`src/rtl/stall_reg_d.sv`:
```
// D->E pipeline register with integrated data/mult-div hazard detection and bubble injection.
// Optional stall statistics counter enabled by defining STALL_CNT_EN.
module stall_reg_d #(
  parameter logic [7:0]  NOP_TYPE = 8'd0,
  parameter int unsigned MD_LAT   = 5
) (
  input  logic        clk,
  input  logic        reset,
  input  logic [31:0] Pc_D,
  input  logic [31:0] RD1_D,
  input  logic [31:0] RD2_D,
  input  logic [4:0]  Addr1_D,
  input  logic [4:0]  Addr2_D,
  input  logic [4:0]  WR_D,
  input  logic        RegWrite_D,
  input  logic        MemWrite_D,
  input  logic [1:0]  MemToReg_D,
  input  logic [7:0]  InstrType_D,
  input  logic [7:0]  TNew_D,
  input  logic [7:0]  TUse1_D,
  input  logic [7:0]  TUse2_D,
  input  logic        MdStart_D,
  input  logic        MdUse_D,
  input  logic [4:0]  WR_M,
  input  logic        RegWrite_M,
  input  logic [7:0]  TNew_M,
  output logic [31:0] Pc_E,
  output logic [31:0] RD1_E,
  output logic [31:0] RD2_E,
  output logic [4:0]  Addr1_E,
  output logic [4:0]  Addr2_E,
  output logic [4:0]  WR_E,
  output logic        RegWrite_E,
  output logic        MemWrite_E,
  output logic        MdStart_E,
  output logic [1:0]  MemToReg_E,
  output logic [7:0]  InstrType_E,
  output logic [7:0]  TNew_E,
`ifdef STALL_CNT_EN
  output logic [31:0] StallCnt,
`endif
  output logic        Stall,
  output logic        MdBusy
);

  localparam logic [3:0] MdLatCnt = 4'(MD_LAT);

  logic [3:0] md_cnt;
  logic       hz_e1, hz_e2, hz_m1, hz_m2, hz_md;

  assign MdBusy = (md_cnt != 4'd0);

  always_comb begin
    hz_e1 = (Addr1_D != 5'd0) && RegWrite_E && (WR_E == Addr1_D) && (TNew_E > TUse1_D);
    hz_e2 = (Addr2_D != 5'd0) && RegWrite_E && (WR_E == Addr2_D) && (TNew_E > TUse2_D);
    hz_m1 = (Addr1_D != 5'd0) && RegWrite_M && (WR_M == Addr1_D) && (TNew_M > TUse1_D);
    hz_m2 = (Addr2_D != 5'd0) && RegWrite_M && (WR_M == Addr2_D) && (TNew_M > TUse2_D);
    // A start still sitting in E has not loaded the counter yet, so it counts as busy too.
    hz_md = (MdUse_D || MdStart_D) && (MdBusy || MdStart_E);
    Stall = hz_e1 | hz_e2 | hz_m1 | hz_m2 | hz_md;
  end

  always_ff @(posedge clk) begin
    if (!reset) begin
      Pc_E        <= 32'h0000_3000;
      RD1_E       <= 32'd0;
      RD2_E       <= 32'd0;
      Addr1_E     <= 5'd0;
      Addr2_E     <= 5'd0;
      WR_E        <= 5'd0;
      RegWrite_E  <= 1'b0;
      MemWrite_E  <= 1'b0;
      MdStart_E   <= 1'b0;
      MemToReg_E  <= 2'd0;
      InstrType_E <= NOP_TYPE;
      TNew_E      <= 8'd0;
    end else if (Stall) begin
      // Bubble: PC is kept only so traces show which instruction is waiting.
      Pc_E        <= Pc_D;
      RD1_E       <= 32'd0;
      RD2_E       <= 32'd0;
      Addr1_E     <= 5'd0;
      Addr2_E     <= 5'd0;
      WR_E        <= 5'd0;
      RegWrite_E  <= 1'b0;
      MemWrite_E  <= 1'b0;
      MdStart_E   <= 1'b0;
      MemToReg_E  <= 2'd0;
      InstrType_E <= NOP_TYPE;
      TNew_E      <= 8'd0;
    end else begin
      Pc_E        <= Pc_D;
      RD1_E       <= RD1_D;
      RD2_E       <= RD2_D;
      Addr1_E     <= Addr1_D;
      Addr2_E     <= Addr2_D;
      WR_E        <= WR_D;
      RegWrite_E  <= RegWrite_D;
      MemWrite_E  <= MemWrite_D;
      MdStart_E   <= MdStart_D;
      MemToReg_E  <= MemToReg_D;
      InstrType_E <= InstrType_D;
      TNew_E      <= TNew_D;
    end
  end

  always_ff @(posedge clk) begin
    if (!reset) begin
      md_cnt <= 4'd0;
    end else if (MdStart_E) begin
      md_cnt <= MdLatCnt;
    end else if (md_cnt != 4'd0) begin
      md_cnt <= md_cnt - 4'd1;
    end
  end

`ifdef STALL_CNT_EN
  always_ff @(posedge clk) begin
    if (!reset) begin
      StallCnt <= 32'd0;
    end else if (Stall && (StallCnt != 32'hFFFF_FFFF)) begin
      StallCnt <= StallCnt + 32'd1;
    end
  end
`endif

endmodule

```
`config.mk`:
```
export PLATFORM = sky130hd
export DESIGN_NAME = stall_reg_d
export DESIGN_NICKNAME = d
export VERILOG_FILES = /design/src/rtl/stall_reg_d.sv
export SDC_FILE = /design/constraint.sdc
export NUM_CORES = 1
export LEC_CHECK = 0
export CAP_MARGIN = 20
export CORE_MARGIN = 2
export CORE_UTILIZATION = 40
export DETAILED_ROUTE_END_ITERATION = 10
export GPL_TIMING_DRIVEN = 0
export HOLD_SLACK_MARGIN = 0.02
export PLACE_DENSITY = 0.84
export RECOVER_POWER = 50
export SETUP_SLACK_MARGIN = 0.3
export SYNTH_ARGS = -nofsm -noshare
export SYNTH_HDL_FRONTEND = slang
export SYNTH_SLANG_ARGS = --single-unit
```
`constraint.sdc`:
```
create_clock -name clk -period 2.55 [get_ports clk]
set_clock_uncertainty 0.2 [all_clocks]
set_input_delay 0.3825 -clock clk [delete_from_list [all_inputs] [get_ports clk]]
set_output_delay 0.3825 -clock clk [all_outputs]
set_load 0.01 [all_outputs]
```
==> results.sh, run 1 <==
export IMPL_place_congestion=0.877
export IMPL_max_slew_margin_pct=56.9
export IMPL_clkLatencyLatePin_ns=0.41
export IMPL_synthCells=549
export IMPL_slowest_delay_ns=0.36
export IMPL_tightest_slew_ns=0.646
export IMPL_p_clk_share_pct=31.3
export IMPL_ys_seq_area_share_pct=48.4
export IMPL_synth_distinct_cells=34
export IMPL_hold_class="in -> reg"
export IMPL_pwr_share_seq_pct=32.0
export IMPL_async_flop_share_pct=0
export IMPL_swShare_pct=31.5
export IMPL_rsz0062_at_grt="yes"
export IMPL_ys_ff_latch=136
export IMPL_initial_core_util_pct=40.7
export IMPL_ys_flop_type="dfxtp_1"
export IMPL_cts_buffer_depth=2
export IMPL_final_period_utilization_pct=114
export IMPL_dr_pass1_iters=4
export IMPL_syn_num_nets=747
export IMPL_antenna_found_initial=0
export IMPL_synth_edf_count=0
export IMPL_path_class="reg -> out"
export IMPL_comb_power_share_pct=36.7
export IMPL_overflow=0
export IMPL_fin_util_pct=77.5
export IMPL_final_cell_mix="clkdlybuf4s50_1, dfxtp_1, nand2_1"
export IMPL_die_x_um=123
export IMPL_violations="negative setup slack"
export IMPL_finalNonFillerCells=1082
export IMPL_die_h_um=123
export IMPL_cts_root_buf="clkbuf_16"
export IMPL_drt_iter0_drc=233
export IMPL_leakage_nw=4.15
export IMPL_vdd_ir_drop_max_mv=0.602
export IMPL_io_pins=299
export IMPL_status="finished, violations left"
export IMPL_rows=43
export IMPL_num_vias=5402
export IMPL_n_antenna_cell=0
export IMPL_grt_max_degree=17
export IMPL_final_common_cell="clkdlybuf4s50_1"
export IMPL_placed_area_um2=8850
export IMPL_hpwl_mm=13.6
export IMPL_cts_hold_buffers_added=0
export IMPL_hold_viol_final=0
export IMPL_cts_tree="yes"
export IMPL_cp_arrival_ns=2.33
export IMPL_design_core_area_um2=13800
export IMPL_power_density_nw_per_um2=765
export IMPL_layout_nets=1089
export IMPL_syn_area_per_cell_um2=10.3
export IMPL_cts_clk_slew_worst_paths_ns=0.06
export IMPL_cp_top_family="compound AO/OA/AOI/OAI gates"
export IMPL_rrSetupSlack_ns=-0.23
export IMPL_grt_use_total_pct=27.0
export IMPL_viasPerCell=4.99
export IMPL_setup_viol=91
export IMPL_syn_area_um2=5630
export IMPL_grt_pass1_wl_mm=30.0
export IMPL_drive_gt1_share_pct=24.2
export IMPL_drc=0
export IMPL_io_buffers=297
export IMPL_p_int_mw=5.62
export IMPL_yosys_warnings=0
export IMPL_min_from="Addr2_D[2]"
export IMPL_synthTopCellsByArea="dfxtp_1, nor3_2, ha_1"
export IMPL_rr_startpoint="TNew_E[1]"
export IMPL_ant_nets=0
export IMPL_drv_slew=0
export IMPL_cp_slowest_cell="dfxtp_2"
export IMPL_h_tree_depth=4
export IMPL_yosysTopAreaCell="dfxtp_1"
export IMPL_synth_top_area_share_pct=48.4
export IMPL_drv_cap=0
export IMPL_crit_path_end_kind="output port"
export IMPL_crit_start="TNew_E[1]"
export IMPL_cp_required_ns=1.97
export IMPL_fin_ws_ns=-0.361
export IMPL_die_area_um2=15000
export IMPL_min_period_ns=2.91
export IMPL_areaGrowthSynthToFinish_pct=90.4
export IMPL_cts_sinks=136
export IMPL_grt_pass1_vias=5699
export IMPL_crit_path_start_kind="register"
export IMPL_p_switching_mw=2.58
export IMPL_cts_buffers=17
export IMPL_wl_per_cell_um=19.0
export IMPL_cp_buffers_inverters=2
export IMPL_critPathMaxFanout=3
export IMPL_place_inst=1026
export IMPL_drt_wl_total_mm=20.6
export IMPL_clock_fmax_mhz=344
export IMPL_final_cell_area_um2=10700
export IMPL_cp_cell_sequence="ha_4 -> nor2b_4 -> o211ai_1 -> a21oi_1 -> o31ai_1 -> o41ai_2 -> buf_4 -> or2_4 -> buf_6"
state kept, by name, summed over array words and instances, names as in the netlist, 5 cells and up:
register,count
Addr1_E,5
Addr2_E,5
InstrType_E,8
Pc_E,32
RD1_E,32
RD2_E,32
TNew_E,8
WR_E,5
layer usage:
layer	GRT usage, %	vias up	wire [um]	share of wire (%)
li1	-	2547	-	-
met1	26.8	2519	7150	35
met2	47.9	273	10800	52
met3	9.76	63	1800	8.8
met4	16.1	0	845	4.1
met5	0	-	0	0
synth_stat cells (all sizes together) (2+ instances only):
cell type / n
a21oi: 15
and2: 30
buf: 20
clkbuf: 17
dfxtp: 136
ha: 33
inv: 19
nand2: 105
nand2b: 2
nand3: 3
nand4: 10
nor2: 4
nor2b: 4
nor3: 102
nor4: 2
o2111ai: 2
o211ai: 8
o21a: 2
o21ai: 2
or4: 2
xnor2: 17
xor2: 4
per-stage QoR:
stage / hold WS [ns] / setup WS, ns / TNS [ns] / power [mW]
global route: 0.270 / -0.476 / -22.71 / 8.55
CTS: 0.232 / -0.354 / -1.74 / 8.00
global placement: 0.299 / -1.14 / -44.97 / 5.18
floorplan: 0.282 / 0.211 / 0 / 3.98
detailed placement: 0.319 / -1.15 / -46.33 / 5.22
finish: 0.274 / -0.361 / -12.68 / 8.20
layout make-up:
type	count	area, um^2
Timing Repair Buffer	325	3470
Multi-Input combinational cell	357	3250
Fill cell	858	3110
Sequential cell	136	2720
Clock buffer	19	443
Buffer	35	360
Tap cell	180	225
Clock inverter	11	175
Inverter	19	73.8
power by group through the flow:
stage          clock (mW)  sequential [mW]  combinational, mW
3_5_place_dp            0             2.65               2.56
6_report             2.56             2.63               3.01
3_3_place_gp            0             2.64               2.54
5_1_grt              2.69             2.66               3.20
4_1_cts              2.59             2.62               2.78
2_1_floorplan           0             2.80               1.18
worst register-to-register path: stages, from the launching register on:
cell	delay, ns
dfxtp_2	0.36
ha_4	0.21
nor2b_4	0.12
o211ai_1	0.18
a21oi_1	0.11
o31ai_1	0.27
o41ai_2	0.15
buf_4	0.18
buf_4	0.13
buf_6	0.10
buf_8	0.13
buf_12	0.15
buf_12	0.14
buf_12	0.14
nor3_4	0.14
logic make-up (layout without fill, tap and decap cells):
kind of cell               Yosys count  count (layout)  synth area share, %
xor gates and xnor gates            21              21                 3.27
adders and majority gates           33              33                 7.33
buffers and inverters               56             409                 6.33
muxes                                1               1                0.178
DFF                                136             136                 48.4
AOI/OAI and AO/OA                   35              35                 3.98
and+or+nand+nor                    267             267                 30.6
timing repair:
| item | 4_1_cts | 5_1_grt |
|---|---|---|
| resized for setup | 133 | 52 |
| setup buffers | 11 | 6 |
| pin swaps | 124 | 12 |
| cloned | 11 | 0 |
| endpoints found under the hold margin | 0 | 0 |
| endpoints found under the setup margin | 102 | 101 |
path summary, 6_finish.rpt:
check,end,depth (start not counted)
min,Addr2_E[2],3
max,Stall,9
max reg2reg,RD2_E[5],14
min reg2reg,md_cnt[1],2
(Power assumes the default switching activity.)
==> run 2, diff against run 1 <==
Settings changed: SLEW_MARGIN set to 30.
==> results of run 2 <==
Same layout as run 1: the final DEF is identical, and so are final timing and power.
==> edit: new RTL, config.mk and constraints of run 2 <==
Add a define of `STALL_CNT_EN`.
--- a/src/rtl/stall_reg_d.sv
+++ b/src/rtl/stall_reg_d.sv
@@ -1,4 +1,6 @@
 // D->E pipeline register with integrated data/mult-div hazard detection and bubble injection.
 // Optional stall statistics counter enabled by defining STALL_CNT_EN.
+`define STALL_CNT_EN
+
 module stall_reg_d #(
   parameter logic [7:0]  NOP_TYPE = 8'd0,
Function (old outputs only; new: StallCnt): kept (Yosys induction, for registers that start in step).
==> edit against run 2 <==
- the flow still finishes with violations (setup timing)
- sequential cell count rose by 32
- clock power down 5%
- sequential power grew 20%
- die area is 14% higher
- non-clock buffer count is 21 higher
- via count increased by 20%
- wire length increased by 18%
- global-route usage down 0.70 points
- register-to-register slack worse by 0.24 ns
- total power is 9.3% higher
- cell area increased by 8.2%
- area after synthesis grew 14%
- worst setup slack worse by 0.22 ns
- highest routed layer unchanged
==> edit: results (changes against run 2) <==
status complete, but fails checks; failing checks setup timing; Hold Startpoint StallCnt[4]; max_slew headroom 0.450 (-0.120); # setup viols final 133 (+46%); routing usage on met1 0.289 (+0.0200); Worst Setup SP TNew_M[0]; metal2 WL 12.5 mm (+16%); Sw Pwr 2.85 mW (+10%); CP top delay family buffers and inverters; Starting DRT DRC Count 432 (+85%); wire length on met3 1.99 mm (+11%); Final nets 1,201 (+10%); slowest stage cell, crit path clkdlybuf4s50_1; reg2reg end StallCnt[12]; met2 GRT Util 0.475 (-0.00398); crit path DAT 2.55 ns (+0.22 ns); main area contributors after synthesis dfxtp_1 (52%), and3_1 (10%), ha_1 (6.6%); CP max stage delay 0.46 ns (+0.10 ns); maximum VDD drop 0.000541 V (-10%); worst hold-check path type flop to flop; post-synthesis mux area share 0.0109 (+0.00911); final wirelength 24.3 mm (+18%); hold depth 2 (-1); Reg2Reg Depth 12 (-2); combinational gate power 3.37 mW (+12%); IO Port Bufs 330 (+11%); layout cell share with drive strength beyond 1 0.155 (-0.0870); sequential cell area fraction in the yosys report 0.523 (+0.0391); adder-cell share of the synthesized area 0.0661 (-0.00722); worst hold slack 0.301 ns (+0.0272 ns); Setup WS post-layout -0.579 ns (-0.218 ns); global placement routability congestion 0.851 (-3.0%); worst-path fanout max 2 (-1); vias 6,506 (+20%); R2R Setup Slk -0.47 ns (-0.24 ns); Compound-Gate Fraction of Synth Area 0.0856 (+0.0458); Netlist cell types 38 (+12%); Flop pwr share 0.352 (+0.032)
[edit: area by class of cell]
type | instances | share of cell area
Buffer | 42 | 0.0334
Clock buffer | 21 | 0.0388
Timing Repair Buffer | 339 | 0.296
Inverter | 22 | 0.00841
Clock inverter | 11 | 0.00766
Multi-Input combinational cell | 412 | 0.302
Sequential cell | 168 | 0.291
Tap cell | 216 | 0.0233
[edit: per-stage QoR]
stage	TNS, ns	std cells	utilization	power [mW]	area (sq um)
2_1_floorplan	-1.84	644	-	4.35	6540
3_3_place_gp	-122.07	1190	0.639	5.67	10100
3_5_place_dp	-123.57	1190	0.639	5.72	10100
4_1_cts	-17.38	1225	0.711	8.67	11200
5_1_grt	-35.38	1231	0.733	9.32	11600
6_report	-27.76	1231	0.733	8.96	11600
[edit: timing repair]
action | 4_1_cts | 5_1_grt
resized for setup | 131 | 58
endpoints found under the setup margin | 134 | 134
pin swaps | 30 | 16
endpoints found under the hold margin | 0 | 0
buffers inserted | 3 | 2
gates cloned | 0 | 4
